<file path="src/rtl/ps2_pkg.sv">
// PS/2 receiver shared definitions: frame states, scan-code prefixes, event layout.
package ps2_pkg;

  typedef enum logic [1:0] {
    ST_IDLE,
    ST_DATA,
    ST_PARITY,
    ST_STOP
  } frame_state_t;

  localparam logic [7:0] PS2_EXT_PREFIX = 8'hE0;
  localparam logic [7:0] PS2_BRK_PREFIX = 8'hF0;

  localparam int EV_CODE_W = 8;
  localparam int EV_W      = EV_CODE_W + 2;

  typedef struct packed {
    logic                 brk;
    logic                 ext;
    logic [EV_CODE_W-1:0] code;
  } ev_t;

  // PS/2 uses odd parity across the 8 data bits plus the parity bit.
  function automatic logic odd_parity_ok(input logic [7:0] code, input logic par);
    return ^{code, par};
  endfunction

endpackage

</file>
<file path="src/rtl/ps2_event_fifo.sv">
// Event FIFO with registered head; pointers carry an extra wrap bit.
// Latency: push visible on out_valid the next cycle. Backpressure: push ignored when full unless popping.
module ps2_event_fifo #(
  parameter int DEPTH = 8,
  parameter int WIDTH = 10
) (
  input  logic             clk,
  input  logic             rst_n,
  input  logic             push,
  input  logic [WIDTH-1:0] push_data,
  output logic             full,
  output logic [WIDTH-1:0] out_data,
  output logic             out_valid,
  input  logic             out_ready
);

  localparam int AW = $clog2(DEPTH);
  typedef logic [AW:0] ptr_t;

  logic [WIDTH-1:0] mem [DEPTH];
  ptr_t             wr_ptr;
  ptr_t             rd_ptr;
  ptr_t             rd_next;
  logic             empty;
  logic             do_push;
  logic             do_pop;

  assign empty     = (wr_ptr == rd_ptr);
  assign full      = (wr_ptr[AW] != rd_ptr[AW]) && (wr_ptr[AW-1:0] == rd_ptr[AW-1:0]);
  assign out_valid = !empty;
  assign do_pop    = out_valid && out_ready;
  assign do_push   = push && (!full || do_pop);
  assign rd_next   = do_pop ? rd_ptr + ptr_t'(1) : rd_ptr;

  always_ff @(posedge clk) begin
    if (do_push) mem[wr_ptr[AW-1:0]] <= push_data;
  end

  // Head register: bypass the write when the new head is the slot being written now.
  always_ff @(posedge clk or negedge rst_n) begin
    if (!rst_n) begin
      wr_ptr   <= '0;
      rd_ptr   <= '0;
      out_data <= '0;
    end else begin
      if (do_push) wr_ptr <= wr_ptr + ptr_t'(1);
      rd_ptr <= rd_next;
      if (rd_next == wr_ptr) begin
        if (do_push) out_data <= push_data;
      end else begin
        out_data <= mem[rd_next[AW-1:0]];
      end
    end
  end

endmodule

</file>
<file path="src/rtl/ps2_rx_fifo.sv">
// PS/2 receiver: sync + glitch filter, frame FSM, prefix decode, event FIFO. Parity check under PS2_PARITY_CHECK_EN.
// Latency: ev_valid 2 cycles after stop-bit edge. Backpressure: event dropped with ovf pulse when FIFO full and not popping.
module ps2_rx_fifo
  import ps2_pkg::*;
#(
  parameter int DEPTH      = 8,
  parameter int FILTER_LEN = 4,
  parameter int TIMEOUT    = 5000
) (
  input  logic            clk,
  input  logic            rst_n,
  input  logic            ps2clk,
  input  logic            ps2data,
  output logic [EV_W-1:0] ev_data,
  output logic            ev_valid,
  input  logic            ev_ready,
  output logic            err_parity,
  output logic            err_frame,
  output logic            ovf
);

  localparam int FW = $clog2(FILTER_LEN + 1);
  localparam int TW = $clog2(TIMEOUT + 1);
  localparam logic [FW-1:0] FLT_LAST = FW'(FILTER_LEN - 1);
  localparam logic [TW-1:0] TMO_LAST = TW'(TIMEOUT - 1);

  logic [1:0] clk_sync;
  logic [1:0] dat_sync;
  logic       sclk;
  logic       sdat;

  always_ff @(posedge clk or negedge rst_n) begin
    if (!rst_n) begin
      clk_sync <= 2'b11;
      dat_sync <= 2'b11;
    end else begin
      clk_sync <= {clk_sync[0], ps2clk};
      dat_sync <= {dat_sync[0], ps2data};
    end
  end

  assign sclk = clk_sync[1];
  assign sdat = dat_sync[1];

  logic          filt_clk;
  logic          filt_prev;
  logic [FW-1:0] flt_cnt;
  logic          fall;

  // Accept a new ps2clk level only after FILTER_LEN consecutive differing samples.
  always_ff @(posedge clk or negedge rst_n) begin
    if (!rst_n) begin
      filt_clk  <= 1'b1;
      filt_prev <= 1'b1;
      flt_cnt   <= '0;
    end else begin
      filt_prev <= filt_clk;
      if (sclk == filt_clk) begin
        flt_cnt <= '0;
      end else if (flt_cnt == FLT_LAST) begin
        filt_clk <= sclk;
        flt_cnt  <= '0;
      end else begin
        flt_cnt <= flt_cnt + FW'(1);
      end
    end
  end

  assign fall = filt_prev && !filt_clk;

  frame_state_t  state, state_d;
  logic [2:0]    bit_cnt, bit_cnt_d;
  logic [7:0]    shreg, shreg_d;
  logic [TW-1:0] tmo_cnt, tmo_d;
  logic          byte_ok_d, frame_err_d, par_err_d;
  logic          byte_ok, frame_err_q, par_err_q;
  logic          par_bad;

`ifdef PS2_PARITY_CHECK_EN
  logic par_bit;

  always_ff @(posedge clk or negedge rst_n) begin
    if (!rst_n) par_bit <= 1'b0;
    else if (fall && state == ST_PARITY) par_bit <= sdat;
  end

  assign par_bad = !odd_parity_ok(shreg, par_bit);
`else
  assign par_bad = 1'b0;
`endif

  always_comb begin
    state_d     = state;
    bit_cnt_d   = bit_cnt;
    shreg_d     = shreg;
    tmo_d       = tmo_cnt;
    byte_ok_d   = 1'b0;
    frame_err_d = 1'b0;
    par_err_d   = 1'b0;
    if (state == ST_IDLE) begin
      tmo_d = '0;
      if (fall && !sdat) begin
        state_d   = ST_DATA;
        bit_cnt_d = '0;
      end
    end else if (fall) begin
      tmo_d = '0;
      case (state)
        ST_DATA: begin
          shreg_d   = {sdat, shreg[7:1]};
          bit_cnt_d = bit_cnt + 3'd1;
          if (bit_cnt == 3'd7) state_d = ST_PARITY;
        end
        ST_PARITY: state_d = ST_STOP;
        default: begin
          state_d = ST_IDLE;
          if (!sdat)        frame_err_d = 1'b1;
          else if (par_bad) par_err_d   = 1'b1;
          else              byte_ok_d   = 1'b1;
        end
      endcase
    end else if (tmo_cnt == TMO_LAST) begin
      state_d     = ST_IDLE;
      tmo_d       = '0;
      frame_err_d = 1'b1;
    end else begin
      tmo_d = tmo_cnt + TW'(1);
    end
  end

  always_ff @(posedge clk or negedge rst_n) begin
    if (!rst_n) begin
      state       <= ST_IDLE;
      bit_cnt     <= '0;
      shreg       <= '0;
      tmo_cnt     <= '0;
      byte_ok     <= 1'b0;
      frame_err_q <= 1'b0;
      par_err_q   <= 1'b0;
    end else begin
      state       <= state_d;
      bit_cnt     <= bit_cnt_d;
      shreg       <= shreg_d;
      tmo_cnt     <= tmo_d;
      byte_ok     <= byte_ok_d;
      frame_err_q <= frame_err_d;
      par_err_q   <= par_err_d;
    end
  end

  logic ext_flag, brk_flag;
  logic is_ext, is_brk;
  logic push;
  logic fifo_full;
  ev_t  push_ev;

  // shreg is stable in the cycle after the stop edge since the FSM is back in IDLE.
  assign is_ext  = (shreg == PS2_EXT_PREFIX);
  assign is_brk  = (shreg == PS2_BRK_PREFIX);
  assign push    = byte_ok && !is_ext && !is_brk;
  assign push_ev = {brk_flag, ext_flag, shreg};

  always_ff @(posedge clk or negedge rst_n) begin
    if (!rst_n) begin
      ext_flag <= 1'b0;
      brk_flag <= 1'b0;
    end else if (frame_err_q || par_err_q) begin
      ext_flag <= 1'b0;
      brk_flag <= 1'b0;
    end else if (byte_ok) begin
      if (is_ext) begin
        ext_flag <= 1'b1;
      end else if (is_brk) begin
        brk_flag <= 1'b1;
      end else begin
        ext_flag <= 1'b0;
        brk_flag <= 1'b0;
      end
    end
  end

  ps2_event_fifo #(
    .DEPTH(DEPTH),
    .WIDTH(EV_W)
  ) u_fifo (
    .clk      (clk),
    .rst_n    (rst_n),
    .push     (push),
    .push_data(push_ev),
    .full     (fifo_full),
    .out_data (ev_data),
    .out_valid(ev_valid),
    .out_ready(ev_ready)
  );

  assign ovf        = push && fifo_full && !(ev_valid && ev_ready);
  assign err_frame  = frame_err_q;
  assign err_parity = par_err_q;

endmodule
</file>
<file path="config.mk">
export PLATFORM = sky130hd
export DESIGN_NAME = ps2_rx_fifo
export DESIGN_NICKNAME = d
export VERILOG_FILES = /design/src/rtl/ps2_pkg.sv /design/src/rtl/ps2_event_fifo.sv /design/src/rtl/ps2_rx_fifo.sv
export SDC_FILE = /design/constraint.sdc
export NUM_CORES = 1
export LEC_CHECK = 0
export CORE_UTILIZATION = 58
export CTS_CLUSTER_DIAMETER = 40
export CTS_CLUSTER_SIZE = 12
export DETAILED_ROUTE_END_ITERATION = 12
export MAX_ROUTING_LAYER = met4
export PLACE_DENSITY = 0.76
export SLEW_MARGIN = 25
export SYNTH_ARGS = -nofsm -noshare
export SYNTH_HDL_FRONTEND = slang
export SYNTH_SLANG_ARGS = --single-unit
</file>
<file path="constraint.sdc">
create_clock -name clk -period 3.96 [get_ports clk]
set_input_delay 0.792 -clock clk [delete_from_list [all_inputs] [get_ports clk]]
set_output_delay 0.792 -clock clk [all_outputs]
set_load 0.05 [all_outputs]
</file>
==> results of run 1 <==
cell type report:
type,instances,area (µm²)
Fill cell,653,2948
Timing Repair Buffer,32,290.3
Sequential cell,137,3836
Inverter,10,37.54
Clock inverter,9,146.4
Tap cell,133,166.4
Clock buffer,23,456.7
Multi-Input combinational cell,257,1893
metrics by stage:
stage / area (µm²) / power (mW) / setup slack [ns] / hold slack (ns) / utilization [%]
global placement: 6211 / 3.782 / 0.8044 / 0.3459 / 63.54
floorplan: 5863 / 3.354 / 1.005 / 0.3452 / -
global route: 6827 / 5.760 / 0.2714 / 0.2714 / 69.84
detailed placement: 6211 / 3.857 / 0.7599 / 0.3472 / 63.54
finish: 6827 / 5.497 / 0.3631 / 0.2608 / 69.84
CTS: 6814 / 5.492 / 0.3648 / 0.3559 / 69.71
sequential cells by signal, indices dropped and copies added (netlist names):
name	flops
u_fifo.mem	80
tmo_cnt	13
u_fifo.out_data	10
shreg	8
u_fifo.rd_ptr	4
u_fifo.wr_ptr	4
bit_cnt	3
flt_cnt	3
clk_sync	2
dat_sync	2
state	2
brk_flag	1
byte_ok	1
err_frame	1
ext_flag	1
filt_clk	1
filt_prev	1
layout by cell type, fill, tap and decap left out, types with 10 or more instances in the layout:
master | Yosys | final
o211ai_1 | 20 | 20
xor2_1 | 15 | 15
clkbuf_16 | 0 | 16
edfxtp_1 | 80 | 80
inv_1 | 10 | 10
buf_4 | 1 | 16
a211oi_1 | 10 | 10
nor2b_1 | 15 | 15
clkdlybuf4s50_1 | 0 | 15
dfrtp_1 | 51 | 51
mux2i_1 | 22 | 22
a31oi_1 | 12 | 12
nand2_1 | 35 | 35
nor2_1 | 23 | 23
mux2_2 | 27 | 27
o21ai_0 | 11 | 11
logic make-up (layout without fill, tap and decap cells):
kind of cell             Yosys count  after routing  share of synthesized area (%)
multiplexers                      51             51                          9.326
XOR/XNOR                          22             22                          3.415
AO/OA/AOI/OAI                     63             63                          7.448
flip-flops                       137            137                          65.43
buffers and inverters             30             74                          2.902
other                              1              1                        0.06396
AND/OR/NAND/NOR                  111            111                          9.496
adder cells (fa/ha/maj)            9              9                          1.921
synth_stat cells (all sizes together) (4+ instances only):
library cell,instances,share of area [%]
buf,9,1.6
dfrtp,51,22
nand2,35,2.2
xor2,16,2.5
nand3,8,0.68
a21oi,6,0.51
edfxtp,80,41
mux2,29,5.6
inv,10,0.64
nor2,23,1.5
mux2i,22,3.8
clkbuf,11,0.70
xnor2,6,0.90
ha,9,1.9
o211ai,20,2.6
nor2b,16,1.7
nor3,4,0.34
o21ai,11,0.94
a211oi,10,1.3
dfstp,6,2.7
nor3b,6,0.77
a31oi,12,1.3
or3,4,0.43
where the power goes:
part	total (mW)	leakage (nW)	switching, mW	internal (mW)
clock network	1.61	0.295	0.556	1.05
logic	1.96	0.873	1.18	0.782
registers	1.93	1.49	0.205	1.72
total	5.50	2.66	1.94	3.55
worst paths after layout:
| check | endpoint | start | slack, ns |
|---|---|---|---|
| min reg2reg | dat_sync[1] | dat_sync[0] | 0.36 |
| max | ev_valid | u_fifo.wr_ptr[2] | 0.36 |
| max in group asynchronous | filt_prev | rst_n | 3.00 |
| min in group clk | dat_sync[1] | dat_sync[0] | 0.36 |
| max reg2reg | u_fifo.out_data[0] | u_fifo.wr_ptr[2] | 0.81 |
| min | u_fifo.wr_ptr[2] | rst_n | 0.26 |
layer usage:
metal | routed length [µm] | part of all wire, % | GRT usage, % | up-vias
li1 | - | - | - | 1619
met1 | 5004 | 42 | 31.10 | 1731
met2 | 6080 | 51 | 41.03 | 95
met3 | 577 | 4.9 | 9.356 | 19
met4 | 231 | 1.9 | 10.44 | 0
met5 | 0 | 0 | - | -
==> flow_summary.json, run 1 <==
{
  "wl_per_cell_um": 19.79,
  "fin_crit_ns": 3.597,
  "die_area_mm2": 0.01051,
  "htree_levels": 4,
  "worstPathRequired_ns": 3.17,
  "cp.depth": 4,
  "crit_arrival_ns": 2.80,
  "ys_seq_area_share_pct": 65.43,
  "synth_top_flop_cell": "edfxtp_1",
  "reg2reg_depth": 7,
  "vdd_ir_drop_max_v": 0.0004667,
  "slew_violations": 0,
  "detail-route-antenna-nets": 0,
  "tightest_slew_ns": 0.7422,
  "synth-seq-cells": 137,
  "cp-end-kind": "primary output",
  "maxCapViolations": 0,
  "vias": 3464,
  "ys_warn_count": 0,
  "io_buffer_count": 17,
  "grt_max_degree": 44,
  "cts_buffers": 17,
  "num_rows": 36,
  "power_density_mw_per_mm2": 805.2,
  "cts.sinks": 137,
  "async_flop_share_pct": 41.61,
  "path_max_fanout": 9,
  "slowest_stage": "clkdlybuf4s50_1",
  "die_x_um": 102.5,
  "drc": 0,
  "start_util_pct": 59.98,
  "post_cts_resized": 0,
  "slowest_delay_ns": 0.71,
  "io_pins": 19,
  "finalCritPeriodShare_pct": 90.83,
  "cts_root_buffer": "clkbuf_8",
  "path_buf_inv": 1,
  "drt_wl_total_um": 11890,
  "postSynthCellCount": 424,
  "grtUsageTotal_pct": 26.23,
  "hold_path_class": "in -> async",
  "leakage_nw": 2.656,
  "cts_setup_buffers": 0,
  "cts.clk_slew.worst_paths_ns": 0.06,
  "clock_path_buffers": 2,
  "drt_pass1_iterations": 5,
  "maxSlewHeadroom_pct": 50.27,
  "grt_first_pass_wirelength_um": 18690,
  "core_mm2": 0.009774,
  "synth_edf_count": 80,
  "tns_ns": 0,
  "yosysUniqueCellTypes": 41,
  "crit_chain": "xor2_1 -> or2_2 -> or3_1 -> clkdlybuf4s50_1",
  "via_per_inst": 5.764,
  "syn_area_mm2": 0.005863,
  "clock_skew_ns": 0.01069,
  "grt_pass1_vias": 3625,
  "clk_latency_ns": 0.53,
  "startpoint_type": "flip-flop",
  "hold_viol": 0,
  "overflow": 0,
  "finalNonFillerCells": 601,
  "die_h_um": 102.5,
  "drive_gt1_share_pct": 17.52,
  "hpwl_um": 7434,
  "hold_buffers": 0,
  "drtIter0Drc": 207,
  "gp_congestion": 0.7983,
  "setup_viol": 0,
  "final_nets": 469,
  "synth_nets": 438,
  "dp_cells": 569,
  "rsz0062_at_grt": "false",
  "critical_path_class": "reg -> out",
  "syn_avg_cell_area_um2": 13.83,
  "fmax_mhz": 278.0,
  "cp_top_family": "simple AND/OR/NAND/NOR gates",
  "cts_tree": "built",
  "antenna_found_initial": 0,
  "diodes": 0,
  "status": "complete, no violations",
  "areaGrowthSynthToFinish_pct": 16.43
}
Note: power is estimated with default switching activity, not from simulation.
==> run 2, diff against run 1 <==
CAP_MARGIN = 5   (was unset)
PLACE_DENSITY = 0.87   (was 0.76)
==> run 2 against run 1 <==
  * Count of clock-buffer cells in the layout is 3 lower
  * Clock skew shrank 0.0033 ns
  * Critical path type unchanged
  * Sequential share of layout area grew 0.57 points
  * Largest power group unchanged
  * Worst hold slack improved by 0.098 ns
  * Sequential cell count unchanged
  * Die area stayed put
  * Critical path depth unchanged
==> flow_summary.json, run 2 (synthesis results as in run 1) <==
{
  "gp_congestion": 0.8205,
  "dr_wl_met2_um": 6105,
  "io_buffer_count": 17,
  "detail-route-antenna-nets": 0,
  "cts_setup_buffers": 0,
  "cp-end-kind": "primary output",
  "overflow": 0,
  "reg2reg_slack_ns": 0.89,
  "cp_top_family": "simple AND/OR/NAND/NOR gates",
  "htree_levels": 4,
  "maxCapViolations": 0,
  "dpl-instance-area_mm2": 0.006206,
  "hold_viol": 0,
  "cts_tree": "built",
  "final_common_cell": "edfxtp_1",
  "min_to": "dat_sync[1]",
  "grtUsageTotal_pct": 26.27,
  "grt_first_pass_wirelength_um": 18850,
  "diodes": 0,
  "met3WireLength_um": 890,
  "fin_crit_ns": 3.568,
  "slew_violations": 0,
  "setup_viol": 0,
  "via_per_inst": 6.032,
  "r2r-end": "u_fifo.out_data[5]",
  "die_x_um": 102.5,
  "core_mm2": 0.009774,
  "drtIter0Drc": 241,
  "reg2reg_depth": 8,
  "met1_length_um": 4590,
  "num_rows": 36,
  "final_area_mm2": 0.006758,
  "path_buf_inv": 1,
  "setup_slack_ns": 0.3916,
  "hold_path_class": "reg -> reg",
  "tns_ns": 0,
  "wl_per_cell_um": 19.90,
  "vias": 3613,
  "io_pins": 19,
  "topRoutingLayerUsed": "met4",
  "final_cell_mix": "80 x edfxtp_1, 51 x dfrtp_1, 35 x nand2_1",
  "path_max_fanout": 9,
  "min_from": "dat_sync[0]",
  "leakage_nw": 2.610,
  "critical_path_class": "reg -> out",
  "tightest_slew_ns": 0.9315,
  "hpwl_um": 7527,
  "cts_root_buffer": "clkbuf_8",
  "power_density_mw_per_mm2": 787.1,
  "crit_chain": "xor2_1 -> or2_2 -> or3_1 -> clkdlybuf4s50_1",
  "rsz0062_at_grt": "false",
  "largest_reg_flops": 80,
  "crit_arrival_ns": 2.78,
  "maxSlewHeadroom_pct": 37.90,
  "drc": 0,
  "worstPathRequired_ns": 3.17,
  "grt_max_degree": 42,
  "vdd_ir_drop_max_v": 0.0005705,
  "start_util_pct": 59.98,
  "startpoint_type": "flip-flop",
  "finalCritPeriodShare_pct": 90.11,
  "cts.sinks": 137,
  "cts.clk_slew.worst_paths_ns": 0.06,
  "fmax_mhz": 280.2,
  "slowest_stage": "clkdlybuf4s50_1",
  "post_cts_resized": 0,
  "place_ws_ns": 0.9295,
  "grt_pass1_vias": 3689,
  "status": "complete, no violations",
  "fillers": 667,
  "areaGrowthSynthToFinish_pct": 15.26,
  "power_mw": 5.319,
  "hold_buffers": 0,
  "die_h_um": 102.5,
  "r2r-start": "u_fifo.wr_ptr[2]",
  "clock_path_buffers": 2,
  "cts_buffers": 17,
  "final_nets": 467,
  "drt_wl_total_um": 11920,
  "drive_gt1_share_pct": 17.60,
  "clk_latency_ns": 0.52,
  "die_area_mm2": 0.01051,
  "slowest_delay_ns": 0.70,
  "clock_skew_ns": 0.007388,
  "antenna_found_initial": 0,
  "drt_pass1_iterations": 6,
  "hold_depth": 0
}
[run 2: cell count changes in the layout (fill, tap and decap cells not counted), moves of 2 or more]
cell and change:
clkinvlp_4 +4, bufinv_16 -2, buf_4 -3, clkbuf_8 -2
[run 2: area by class of cell]
class                           instances  area, µm²  area share (%)
Timing Repair Buffer                   30      272.8           4.036
Tap cell                              133      166.4           2.463
Sequential cell                       137       3836           56.77
Multi-Input combinational cell        257       1893           28.01
Clock buffer                           20      425.4           6.295
Clock inverter                         12      126.4           1.870
Inverter                               10      37.54          0.5555
[run 2: worst max path at each step]
stage                                start                 end  slack, ns  cells after the start
after detailed placement          ev_ready  u_fifo.out_data[1]       0.93                      8
after global placement            ev_ready  u_fifo.out_data[7]       0.93                      8
final                     u_fifo.wr_ptr[2]            ev_valid       0.39                      4
after CTS                 u_fifo.wr_ptr[2]            ev_valid       0.38                      4
after floorplan           u_fifo.wr_ptr[2]                 ovf       1.00                      5
after global routing      u_fifo.wr_ptr[2]            ev_valid       0.32                      4
[run 2: power breakdown]
group	leakage, nW	switching [mW]	internal (mW)
registers	1.49	0.201	1.72
logic	0.863	1.17	0.760
clock network	0.259	0.576	0.891
[run 2: through the flow]
stage	util [%]	instances	hold slack, ns
final	69.14	599	0.3586
after global routing	69.14	599	0.3603
after CTS	69.14	599	0.3589
after detailed placement	63.49	567	0.3503
after global placement	63.39	567	0.3458
after floorplan	-	424	0.3452
[run 2: routing by layer]
metal | up-vias | GRT usage (%)
li1 | 1615 | -
met1 | 1792 | 30.17
met2 | 166 | 41.49
met3 | 40 | 7.729
met4 | 0 | 14.62
met5 | - | -
